==> config.mk <==
export PLATFORM = sky130hd
export DESIGN_NAME = spi_reg_master
export DESIGN_NICKNAME = d
export VERILOG_FILES = /design/src/rtl/spi_pkg.sv /design/src/rtl/spi_tick_gen.sv /design/src/rtl/spi_reg_master.sv
export SDC_FILE = /design/constraint.sdc
export NUM_CORES = 1
export LEC_CHECK = 0
export ABC_CLOCK_PERIOD_IN_PS = 3400
export CAP_MARGIN = 40
export CORE_UTILIZATION = 35
export DETAILED_ROUTE_END_ITERATION = 7
export SYNTH_ARGS = -nofsm -noshare
export SYNTH_HDL_FRONTEND = slang
export SYNTH_SLANG_ARGS = --single-unit
==> constraint.sdc <==
create_clock -name clk -period 3.4 [get_ports clk]
set_clock_uncertainty 0.2 [all_clocks]
set_input_delay 0.68 -clock clk [delete_from_list [all_inputs] [get_ports clk]]
set_output_delay 0.68 -clock clk [all_outputs]
set_load 0.1 [all_outputs]
==> src/rtl/spi_pkg.sv <==
// Shared SPI definitions: frame default, mode constants and the frame FSM states.
package spi_pkg;

  localparam int unsigned SPI_FRAME_BITS_DEFAULT = 16;

  // Mode 1: SCLK idles low, launch on the rising edge, sample on the falling edge.
  localparam logic CPOL = 1'b0;
  localparam logic CPHA = 1'b1;

  // SCLK level held just before the sampling edge (high for mode 1).
  localparam logic SAMPLE_LVL = CPOL ^ CPHA;

  typedef enum logic [2:0] {
    IDLE  = 3'd0,
    SETUP = 3'd1,
    SHIFT = 3'd2,
    HOLD  = 3'd3,
    GAP   = 3'd4
  } spi_state_e;

endpackage

==> src/rtl/spi_tick_gen.sv <==
// Half-period timer: tick_o is high for one cycle every CLK_DIV cycles.
// clr_i restarts the count so the first tick lands CLK_DIV cycles after the clear.
module spi_tick_gen #(
  parameter int unsigned CLK_DIV = 2
) (
  input  logic clk,
  input  logic rst_n,
  input  logic clr_i,
  output logic tick_o
);

  localparam int unsigned CNT_W = 8;
  localparam logic [CNT_W-1:0] LAST = CNT_W'(CLK_DIV - 1);

  logic [CNT_W-1:0] cnt_q, cnt_d;
  logic             tick_q, tick_d;

  // Next count; the tick is pre-computed so it is registered yet aligned with cnt_q == LAST.
  always_comb begin
    cnt_d = cnt_q + CNT_W'(1);
    if (clr_i || tick_q) begin
      cnt_d = '0;
    end
    tick_d = (cnt_d == LAST);
  end

  // Counter and tick registers.
  always_ff @(posedge clk or negedge rst_n) begin
    if (!rst_n) begin
      cnt_q  <= '0;
      tick_q <= (LAST == '0);
    end else begin
      cnt_q  <= cnt_d;
      tick_q <= tick_d;
    end
  end

  assign tick_o = tick_q;

endmodule

==> src/rtl/spi_reg_master.sv <==
// SPI mode-1 initiator: shifts one FRAME_BITS frame out on MOSI, MSB first,
// while capturing MISO on each falling SCLK edge.
module spi_reg_master
  import spi_pkg::*;
#(
  parameter int unsigned FRAME_BITS = SPI_FRAME_BITS_DEFAULT,
  parameter int unsigned CLK_DIV    = 2
) (
  input  logic                  clk,
  input  logic                  rst_n,
  input  logic                  start,
  input  logic [FRAME_BITS-1:0] tx_data,
  output logic                  busy,
  output logic                  done,
  output logic [FRAME_BITS-1:0] rx_data,
  output logic                  spi_cs_n,
  output logic                  spi_clk,
  output logic                  spi_mosi,
  input  logic                  spi_miso
);

  localparam int unsigned BC_W = $clog2(FRAME_BITS + 1);
  localparam logic [BC_W-1:0] LAST_BIT = BC_W'(FRAME_BITS - 1);

  spi_state_e state_q, state_d;

  logic                  cs_n_q, cs_n_d;
  logic                  sclk_q, sclk_d;
  logic                  mosi_q, mosi_d;
  logic                  busy_q, busy_d;
  logic                  done_q, done_d;
  logic [FRAME_BITS-1:0] rx_data_q, rx_data_d;
  logic [FRAME_BITS-1:0] tx_sr_q, tx_sr_d;
  logic [FRAME_BITS-1:0] rx_sr_q, rx_sr_d;
  logic [BC_W-1:0]       bit_cnt_q, bit_cnt_d;

  logic tick;
  logic accept_c;
  logic sample_edge_c;
  logic launch_edge_c;

  assign accept_c      = (state_q == IDLE) && start;
  assign sample_edge_c = (state_q == SHIFT) && tick && (sclk_q == SAMPLE_LVL);
  assign launch_edge_c = ((state_q == SETUP) && tick) ||
                         ((state_q == SHIFT) && tick && (sclk_q != SAMPLE_LVL));

  // Half-period timer, restarted on accept so SETUP always lasts exactly CLK_DIV cycles.
  spi_tick_gen #(
    .CLK_DIV (CLK_DIV)
  ) u_tick (
    .clk    (clk),
    .rst_n  (rst_n),
    .clr_i  (accept_c),
    .tick_o (tick)
  );

  // State register.
  always_ff @(posedge clk or negedge rst_n) begin
    if (!rst_n) begin
      state_q <= IDLE;
    end else begin
      state_q <= state_d;
    end
  end

  // Next-state logic; SHIFT ends on the falling edge of the last bit.
  always_comb begin
    state_d = state_q;
    unique case (state_q)
      IDLE:    if (start) state_d = SETUP;
      SETUP:   if (tick) state_d = SHIFT;
      SHIFT:   if (sample_edge_c && (bit_cnt_q == LAST_BIT)) state_d = HOLD;
      HOLD:    if (tick) state_d = GAP;
      GAP:     if (tick) state_d = IDLE;
      default: state_d = IDLE;
    endcase
  end

  // Output and datapath next values; every pin change is registered below.
  always_comb begin
    cs_n_d    = cs_n_q;
    sclk_d    = sclk_q;
    mosi_d    = mosi_q;
    busy_d    = busy_q;
    done_d    = 1'b0;
    rx_data_d = rx_data_q;
    tx_sr_d   = tx_sr_q;
    rx_sr_d   = rx_sr_q;
    bit_cnt_d = bit_cnt_q;

    if (accept_c) begin
      cs_n_d    = 1'b0;
      busy_d    = 1'b1;
      tx_sr_d   = tx_data;
      rx_sr_d   = '0;
      bit_cnt_d = '0;
    end

    // Launch edge: SCLK rises and the next MSB goes onto MOSI.
    if (launch_edge_c) begin
      sclk_d  = ~CPOL;
      mosi_d  = tx_sr_q[FRAME_BITS-1];
      tx_sr_d = tx_sr_q << 1;
    end

    // Sample edge: SCLK falls and MISO enters the receive register.
    if (sample_edge_c) begin
      sclk_d    = CPOL;
      rx_sr_d   = {rx_sr_q[FRAME_BITS-2:0], spi_miso};
      bit_cnt_d = bit_cnt_q + BC_W'(1);
    end

    // End of HOLD: release CS and publish the captured frame.
    if ((state_q == HOLD) && tick) begin
      cs_n_d    = 1'b1;
      done_d    = 1'b1;
      rx_data_d = rx_sr_q;
    end

    // End of GAP: back to idle with MOSI parked low.
    if ((state_q == GAP) && tick) begin
      busy_d = 1'b0;
      mosi_d = 1'b0;
    end
  end

  // Output and datapath registers.
  always_ff @(posedge clk or negedge rst_n) begin
    if (!rst_n) begin
      cs_n_q    <= 1'b1;
      sclk_q    <= CPOL;
      mosi_q    <= 1'b0;
      busy_q    <= 1'b0;
      done_q    <= 1'b0;
      rx_data_q <= '0;
      tx_sr_q   <= '0;
      rx_sr_q   <= '0;
      bit_cnt_q <= '0;
    end else begin
      cs_n_q    <= cs_n_d;
      sclk_q    <= sclk_d;
      mosi_q    <= mosi_d;
      busy_q    <= busy_d;
      done_q    <= done_d;
      rx_data_q <= rx_data_d;
      tx_sr_q   <= tx_sr_d;
      rx_sr_q   <= rx_sr_d;
      bit_cnt_q <= bit_cnt_d;
    end
  end

  assign spi_cs_n = cs_n_q;
  assign spi_clk  = sclk_q;
  assign spi_mosi = mosi_q;
  assign busy     = busy_q;
  assign done     = done_q;
  assign rx_data  = rx_data_q;

endmodule

==> results.yml <==
global_route:
  grt_pass1_wl_um: 9270
  grt_use_total: 0.135
  overflow: 0
  grt_max_degree: 37
  grt_pass1_vias: 1974
  antenna_found_initial: 0
sta:
  period_share: 0.648
  tns_ns: 0
  max_freq_mhz: 454
  slew_viol_final: 0
  max_slew.worst_pin.slew_ns: 0.737
  slew_headroom: 0.509
  rsz0062_at_grt: "false"
  setup_viol: 0
  final.setup.worst_slack_ns: 1.20
  fin_crit_ns: 2.20
  final-hold-violation-count: 0
  hold_ws_ns: 0.167
worst_setup_path:
  arrival_ns: 2.26
  start_kind: "input port"
  r2r_cells: 4
  critical_path_class: "in -> reg"
  r2r_end: "tx_sr_q[14]$_DFFE_PN0P_"
  worstPathRequired_ns: 3.46
  endpoint: "u_tick.tick_o$_DFF_PN0_"
  crit_fanout: 21
  worstReg2RegStart: "state_q[1]$_DFFE_PN0P_"
  cp-end-kind: "flip-flop"
  reg2reg_slack_ns: 1.20
  critPathLaunch: "start"
clock_network:
  cts_setup_buffers: 0
  cts_buffers: 9
  cts_tree: "done"
  cts_resized: 0
  ctsHoldBuffers: 0
  ctsRootBufferMaster: "clkbuf_8"
  ctsHtreeMaxLevel: 3
  clock-sinks: 70
  clkTransAtPathRegs_ns: 0.08
  cts_buffer_depth: 2
  clock_latency_ns: 0.34
yosys:
  async_reset_ff_frac: 1.00
  syn_avg_cell_area_um2: 11.6
  synth_top_area_share: 0.561
  ys_ff_latch: 70
  netlist_area_um2: 3080
  synth_cells: 266
  yosysTopAreaCell: "dfrtp_1"
  synthDistinctLibCells: 41
  synth_warnings: 0
  ys.flop_type: "dfrtp_1"
  synth_enable_flop_cells: 0
  ys_seq_area_frac: 0.569
  synthTopCellsByArea: "dfrtp_1 56%, nand2_1 5.7%, a222oi_1 4.9%"
  synth_nets: 289
flow_run:
  maxCapViolCount: 0
final_layout:
  design_area_um2: 3710
  fill_cells: 796
  multi_input_area_um2: 1120
  final_layout_size_suffix_gt1_frac: 0.229
  n_antenna_cell: 0
  area_growth_syn_to_layout_pct: 20.6
  ff_latch_area_um2: 1750
  layout.nets: 328
die:
  io_pins: 41
  num_rows: 33
  core-area_um2: 8380
  start_util: 0.368
  die-width_um: 95.8
  die_h_um: 95.8
  dieArea_um2: 9180
routing:
  wire_per_inst_um: 13.4
  routed_wl_um: 5570
  first_pass_iters: 7
  drc: 0
  viasPerCell: 5.04
  vias: 2093
  drt_iter0_markers: 192
  ant_nets: 0
placed_design:
  io_buffers: 40
  dp_slack_ns: 0.813
  gp_congestion: 0.776
  hpwlAfterDp_um: 3650
  dpl_cell_area_um2: 3480
power:
  irDropWorstVdd_v: 0.000427
  p_leak_nw: 1.82
  pwr_density_cell_nw_per_um2: 859
outcome:
  run_status: "completed"
min_path:
  min_path_type: "in -> async"
[cells in the final DEF, fill, tap and decap left out, drive strengths merged, types with 3 or more instances in the layout]
master         instances
clkdlybuf4s50         18
xor2                   4
nand2                 47
nor2                  12
o21ai                 23
clkbuf                11
a222oi                15
buf                   27
a21oi                  5
nand3                  7
ha                     3
inv                   19
dfrtp                 69
mux2                  18
xnor2                  3
[kinds of logic (layout without fill, tap and decap cells)]
group | after synthesis | after routing | synth area share
simple gates | 84 | 84 | 0.142
flops | 70 | 70 | 0.569
compound gates | 46 | 46 | 0.110
buf+inv | 36 | 80 | 0.0666
mux | 20 | 20 | 0.0808
xor+xnor | 7 | 7 | 0.0199
fa+ha+maj | 3 | 3 | 0.0122
[sequential cells by signal, summed over array words and instances (netlist names), 3 cells and up]
register and cells:
bit_cnt_q 5, rx_data 16, tx_sr_q 16, u_tick.cnt_q 8
rx_sr_q 16, state_q 3
[where the power goes]
group / switching, W / internal [W] / total [W] / leakage [nW]
registers: 0.000238 / 0.00112 / 0.00136 / 0.855
logic: 0.000726 / 0.000333 / 0.00106 / 0.846
clock network: 0.000317 / 0.000453 / 0.000770 / 0.116
[cell usage after synthesis, drive strengths merged (2+ instances only)]
cell type / instances
and3: 2
nor2: 12
xor2: 4
a21oi: 5
nand4: 2
xnor2: 3
nand3: 7
clkbuf: 5
ha: 3
a222oi: 15
dfrtp: 69
buf: 12
o21ai: 23
inv: 19
or3: 2
nand2: 47
mux2: 18
mux2i: 2
nor4: 2
[how the worst min path moves through the flow]
| stage | startpoint | end | depth (start not counted) |
|---|---|---|---|
| finish | rst_n | spi_mosi$_DFFE_PN0P_ | 2 |
| global route | rst_n | spi_mosi$_DFFE_PN0P_ | 2 |
| CTS | rst_n | tx_sr_q[4]$_DFFE_PN0P_ | 2 |
| detailed placement | spi_cs_n$_DFFE_PN1P_ | spi_cs_n$_DFFE_PN1P_ | 2 |
| global placement | spi_cs_n$_DFFE_PN1P_ | spi_cs_n$_DFFE_PN1P_ | 2 |
| floorplan | rst_n | bit_cnt_q[0]$_DFFE_PN0P_ | 0 |
[final cells by class]
cell class,count,share of cell area
inverters,19,0.0199
repair buffers,45,0.108
flip-flops and latches,70,0.472
multi-input cells,160,0.302
clock inverters,5,0.0219
well taps,105,0.0354
clock buffers,11,0.0408
[metrics by stage]
| stage | utilization | cells | power (W) |
|---|---|---|---|
| finish | 0.443 | 415 | 0.00319 |
| global route | 0.443 | 415 | 0.00336 |
| CTS | 0.443 | 415 | 0.00322 |
| detailed placement | 0.415 | 399 | 0.00243 |
| global placement | 0.411 | 397 | 0.00241 |
| floorplan | - | 266 | 0.00217 |
[worst max-delay path, cell delays in order]
cell	delay (ns)
clkdlybuf4s50_1	0.52
or4b_4	0.63
nand2b_4	0.16
a21oi_1	0.06
nor3b_1	0.20
[metal layers]
layer | vias up | share of wire | GRT usage
met1 | 1030 | 0.48 | 0.172
met3 | 5 | 0.043 | 0.0434
li1 | 1005 | - | -
met5 | - | 0 | 0
met2 | 53 | 0.46 | 0.207
met4 | 0 | 0.012 | 0.0634
(Power assumes the default switching activity.)
==> variant 1 (same settings) <==
The package constant `CPOL` goes from 1'b0 to 1'b1.
--- a/src/rtl/spi_pkg.sv
+++ b/src/rtl/spi_pkg.sv
@@ -6,3 +6,3 @@
   // Mode 1: SCLK idles low, launch on the rising edge, sample on the falling edge.
-  localparam logic CPOL = 1'b0;
+  localparam logic CPOL = 1'b1;
   localparam logic CPHA = 1'b1;
Check against the original RTL: not equivalent (Yosys sat finds a counterexample within 4 cycles, from zero or initial values and one cycle with rst_n low).
==> variant 1 against the original RTL <==
Area after synthesis down 0.69%; global-route usage is 0.57 points higher; combinational power hardly changed; core utilization hardly changed; sequential cell count is the same; setup slack worse by 81 ps; worst hold slack worse by 17 ps; cell count is 0.72% higher; wire length up 0.31%; maximum frequency is 3.6% lower; power shrank 2.0%; sequential share of layout area up 0.26 points; non-clock buffer count did not move; final area is 0.47% lower; critical path type is now register to register; critical endpoint is now bit_cnt_q[2].
==> variant 1: results (changes against the original RTL) <==
Status -> finished, final reports clean
Seq/Total Area, Yosys -> 57.34% (+0.44 points)
Number of global-route vias before repair -> 2078 (+5.3%)
Met3 usage -> 3.110% (-1.2 points)
WL met3 -> 180 um (-24%)
Layout cells sized above 1 -> 22.04% (-0.86 points)
End of the critical path -> bit_cnt_q[2]
Seq_cells -> 70 (unchanged)
Max FO, Critical Path -> 25 (+19%)
Drt first pass iters -> 4 (-3)
Top cells by area in the synthesized netlist -> dfrtp_1 (56%), mux2_2 (5.9%), nand2_1 (5.8%)
Post-synth cell types -> 38 (-7.3%)
Crit path launch type -> register
# nets final -> 331 (+0.91%)
Worst Max-Slew Pin Slew -> 796.2 ps (+59.10 ps)
Routed length on met2 -> 2719 um (+5.3%)
Fmax -> 437.7 MHz (-3.6%)
#MultiIn Comb -> 177 (+11%)
Maximum VDD drop -> 227.5 uV (-47%)
Initial DRC Count -> 133 (-31%)
First-pass GRT wire length -> 9749 um (+5.2%)
Sequential share of cell area -> 47.46% (+0.26 points)
DR vias/cell -> 5.105 (+1.2%)
Syn Nets -> 291 (+0.69%)
Worst path slowest cell -> or3_1
Fraction of area in multi-input gates -> 32.19% (+2.0 points)
Setup slack after placement -> 795.1 ps (-18.26 ps)
Clk tree area frac -> 5.552% (-0.72 points)
Met2 Usage GRT -> 22.26% (+1.6 points)
Maximum number of pins on one net before global-route repair -> 44 (+19%)
Lkg Pwr -> 1.818 nW (about the same)
Gpl congestion -> 0.7473 (-3.7%)
Post-synth top cells -> dfrtp_1 (68), nand2_1 (47), nand3_1 (25), mux2_2 (16)
Worst r2r src -> state_q[2]
Hpwl dp -> 3609 um (-1.1%)
Non-clk buf share -> 10.73% (-0.050 points)
CP Data Arrival Time -> 2350 ps (+90 ps)
==> variant 1: cell types whose count changed in the layout (fill, tap and decap cells not counted), sizes merged, moves of 3 or more <==
cell,before,now
a21o,0,15
a222oi,15,0
a22o,1,15
inv,19,8
nand2b,1,4
nand3,7,25
nor2,12,9
o21ai,23,8
==> variant 1: power by group <==
part	switching (W)	internal [W]	total, W
clock	0.000341	0.000350	0.000692
sequential	0.000235	0.00113	0.00137
combinational	0.000691	0.000370	0.00106
==> variant 1: logic make-up after synthesis <==
group                      count (synthesis)  synth area share [%]
and+or+nand+nor                          100                 16.03
DFF                                       70                 57.34
AOI/OAI and AO/OA                         47                 11.86
buffers and inverters                     21                 3.763
muxes                                     20                 7.771
xor gates and xnor gates                   7                 2.004
adders and majority gates                  3                 1.227
==> variant 1: how the worst min path moves through the flow <==
stage,cells past startpoint,start,slack [ps],end
floorplan,0,rst_n,180,bit_cnt_q[0]
global placement,2,spi_cs_n,250,spi_cs_n
detailed placement,2,spi_cs_n,250,spi_cs_n
CTS,1,rst_n,160,rx_data[8]
global route,1,rst_n,190,rx_data[7]
finish,1,rst_n,150,rx_data[7]
==> variant 1: critical path, delay by kind of cell, from the launching register on <==
| kind | cells | cell delay [ps] |
|---|---|---|
| simple gates | 2 | 920 |
| flops | 1 | 540 |
| mux | 2 | 550 |
==> variant 1: per-stage QoR <==
step           std cells  total power [W]  instance area (um2)
2_1_floorplan        268         0.002200                 3059
3_3_place_gp         401         0.002429                 3480
3_5_place_dp         402         0.002454                 3491
4_1_cts              418         0.003160                 3696
5_1_grt              418         0.003323                 3696
6_report             418         0.003123                 3696
==> variant 2 (same settings) <==
Made on the original files. Add an input register stage for `start`, `tx_data` and `spi_miso`, without a reset; this delays them by one clock.
--- a/src/rtl/spi_reg_master.sv
+++ b/src/rtl/spi_reg_master.sv
@@ -24,2 +24,12 @@
 
+  logic start_q;
+  logic [FRAME_BITS-1:0] tx_data_q;
+  logic spi_miso_q;
+
+  always_ff @(posedge clk) begin
+    start_q    <= start;
+    tx_data_q  <= tx_data;
+    spi_miso_q <= spi_miso;
+  end
+
   spi_state_e state_q, state_d;
@@ -41,3 +51,3 @@
 
-  assign accept_c      = (state_q == IDLE) && start;
+  assign accept_c      = (state_q == IDLE) && start_q;
   assign sample_edge_c = (state_q == SHIFT) && tick && (sclk_q == SAMPLE_LVL);
@@ -69,3 +79,3 @@
     unique case (state_q)
-      IDLE:    if (start) state_d = SETUP;
+      IDLE:    if (start_q) state_d = SETUP;
       SETUP:   if (tick) state_d = SHIFT;
@@ -93,3 +103,3 @@
       busy_d    = 1'b1;
-      tx_sr_d   = tx_data;
+      tx_sr_d   = tx_data_q;
       rx_sr_d   = '0;
@@ -108,3 +118,3 @@
       sclk_d    = CPOL;
-      rx_sr_d   = {rx_sr_q[FRAME_BITS-2:0], spi_miso};
+      rx_sr_d   = {rx_sr_q[FRAME_BITS-2:0], spi_miso_q};
       bit_cnt_d = bit_cnt_q + BC_W'(1);
Formal check against the unedited RTL: not equivalent (a bounded check fails within 4 cycles, from zero or initial values and one cycle with rst_n low).
==> variant 2 against the original RTL <==
Final area increased by 8.3%; area after synthesis increased by 9.5%; core utilization decreased by 0.99 points; cell count increased by 9.6%; setup slack got worse by 130 ps; via count increased by 3.0%; sequential cell count increased by 18; wire length increased by 5.7%; power decreased by 7.8%; critical endpoint is now bit_cnt_q[2].
==> variant 2: results (changes against the original RTL) <==
Status -> finished, final reports clean
Fill cell count -> 907 (+14%)
Post-synth top cells -> dfrtp_1 (69), nand2_1 (47), o21ai_0 (21), inv_1 (19)
Drt first pass iters -> 4 (-3)
Syn Nets -> 307 (+6.2%)
Post-synthesis mux area share -> 6.602% (-1.5 points)
# diodes -> 0 (unchanged)
Worst path slowest cell -> and4b_2
Gr usage total -> 13.42% (-0.035 points)
Count of final setup violators -> 0 (unchanged)
Placed cell count -> 439 (+10%)
Num CTS Buffers -> 9 (unchanged)
Drt wl/cell -> 12.95 um (-3.6%)
DRC -> 0 (unchanged)
Clock root cell -> clkbuf_8
Lkg Pwr -> 1.887 nW (+3.9%)
Hpwl dp -> 3797 um (+4.0%)
Worst-path clk slew -> 80 ps (about the same)
DR vias/cell -> 4.736 (-6.1%)
Worst-Skew Late Latency -> 340 ps (about the same)
Synth Area in XOR/XNOR -> 1.818% (-0.17 points)
Synth Area in Compound Gates -> 9.941% (-1.0 points)
Post-synth cell types -> 40 (-2.4%)
Placed inst area -> 3792 um2 (+9.0%)
Critical path launch point -> u_tick.tick_o
Initial DRC Count -> 144 (-25%)
Gpl congestion -> 0.7216 (-7.0%)
Port bufs -> 40 (unchanged)
Initial antenna violation count -> 0 (unchanged)
Max FO, Critical Path -> 41 (+95%)
Cts repair resizes -> 0 (unchanged)
Rel. slew slack -> 39.44% (-11 points)
Synthesized area per cell -> 11.88 um2 (+2.6%)
CTS Buffer Depth -> 2 (unchanged)
Top Family by Delay on Critical Path -> simple AND/OR/NAND/NOR gates
CP max stage delay -> 710 ps (+80 ps)
Non-Filler Instances -> 455 (+9.6%)
Post-CTS Setup Bufs -> 0 (unchanged)
Worst hold margin -> 127.5 ps (-39.52 ps)
Hold WC Path Type -> input port to asynchronous set/reset pin
Maximum number of pins on one net before global-route repair -> 42 (+14%)
Seq/Total Area, Yosys -> 62.65% (+5.7 points)
Async S/R FF share, synth -> 79.55% (-20 points)
R2r endpoint -> bit_cnt_q[2]
Top cells by area in the synthesized netlist -> dfrtp_1 (51%), dfxtp_1 (11%), mux2_2 (6.0%)
Yosys warns -> 0 (unchanged)
Reg2Reg Depth -> 4 (unchanged)
Reg2Reg Setup Slack -> 1070 ps (-130 ps)
Number of global-route vias before repair -> 2189 (+11%)
First-pass GRT wire length -> 10420 um (+12%)
CP Data Arrival Time -> 2400 ps (+140 ps)
Maximum VDD drop -> 397.1 uV (-6.9%)
Post-Synth Adder-Cell Area -> 1.113% (-0.11 points)
Layout cells sized above 1 -> 20.25% (-2.7 points)
H-tree Lvls -> 3 (unchanged)
# nets final -> 344 (+4.9%)
Main flop type after synthesis -> dfrtp_1
variant 2: where the power goes:
part	leakage, nW	switching (W)	internal [W]	total [W]
clock	0.112	0.000338	0.000490	0.000829
combinational	0.698	0.000437	0.000282	0.000719
sequential	1.08	0.000169	0.00122	0.00139
total	1.89	0.000944	0.00200	0.00294
variant 2: per-stage QoR:
| stage | worst slack [ps] | util [%] |
|---|---|---|
| final | 1065 | 43.32 |
| after CTS | 1040 | 43.32 |
| after global placement | 1106 | 40.85 |
| after floorplan | 1213 | - |
| after global routing | 861.4 | 43.32 |
| after detailed placement | 1074 | 40.85 |
variant 2: how the worst max path moves through the flow:
stage | cells after the start | endpoint
floorplan | 5 | bit_cnt_q[0]
global placement | 4 | bit_cnt_q[2]
detailed placement | 4 | bit_cnt_q[2]
CTS | 4 | bit_cnt_q[2]
global route | 4 | bit_cnt_q[2]
finish | 4 | bit_cnt_q[2]
variant 2: final cells by class:
cell class / count / area, um2 / share of cell area (%)
clock buffer: 13 / 138.9 / 3.454
tap: 129 / 161.4 / 4.014
timing repair buffer: 43 / 365.4 / 9.085
inverter: 19 / 71.32 / 1.773
clock inverter: 3 / 90.09 / 2.240
multi-input combinational: 160 / 1081 / 26.88
sequential: 88 / 2113 / 52.55
variant 2: logic make-up (layout without fill, tap and decap cells):
family | Yosys count | in the layout
compound gates | 46 | 46
xor+xnor | 7 | 7
fa+ha+maj | 3 | 3
buf+inv | 36 | 78
flops | 88 | 88
mux | 20 | 20
simple gates | 84 | 84
variant 2: routing by layer:
metal,vias to the layer above,wire (um),track usage [%]
met2,39,2778,21.18
met4,0,66,5.351
li1,1048,-,-
met1,1061,2828,17.58
met3,7,218,3.621
met5,-,0,0
variant 2: worst register-to-register path, stage by stage, from the launching register on:
cell and delay [ps]:
dfrtp_1 540, nor2b_4 270, and4b_2 720, mux2_2 410, mux2i_1 130
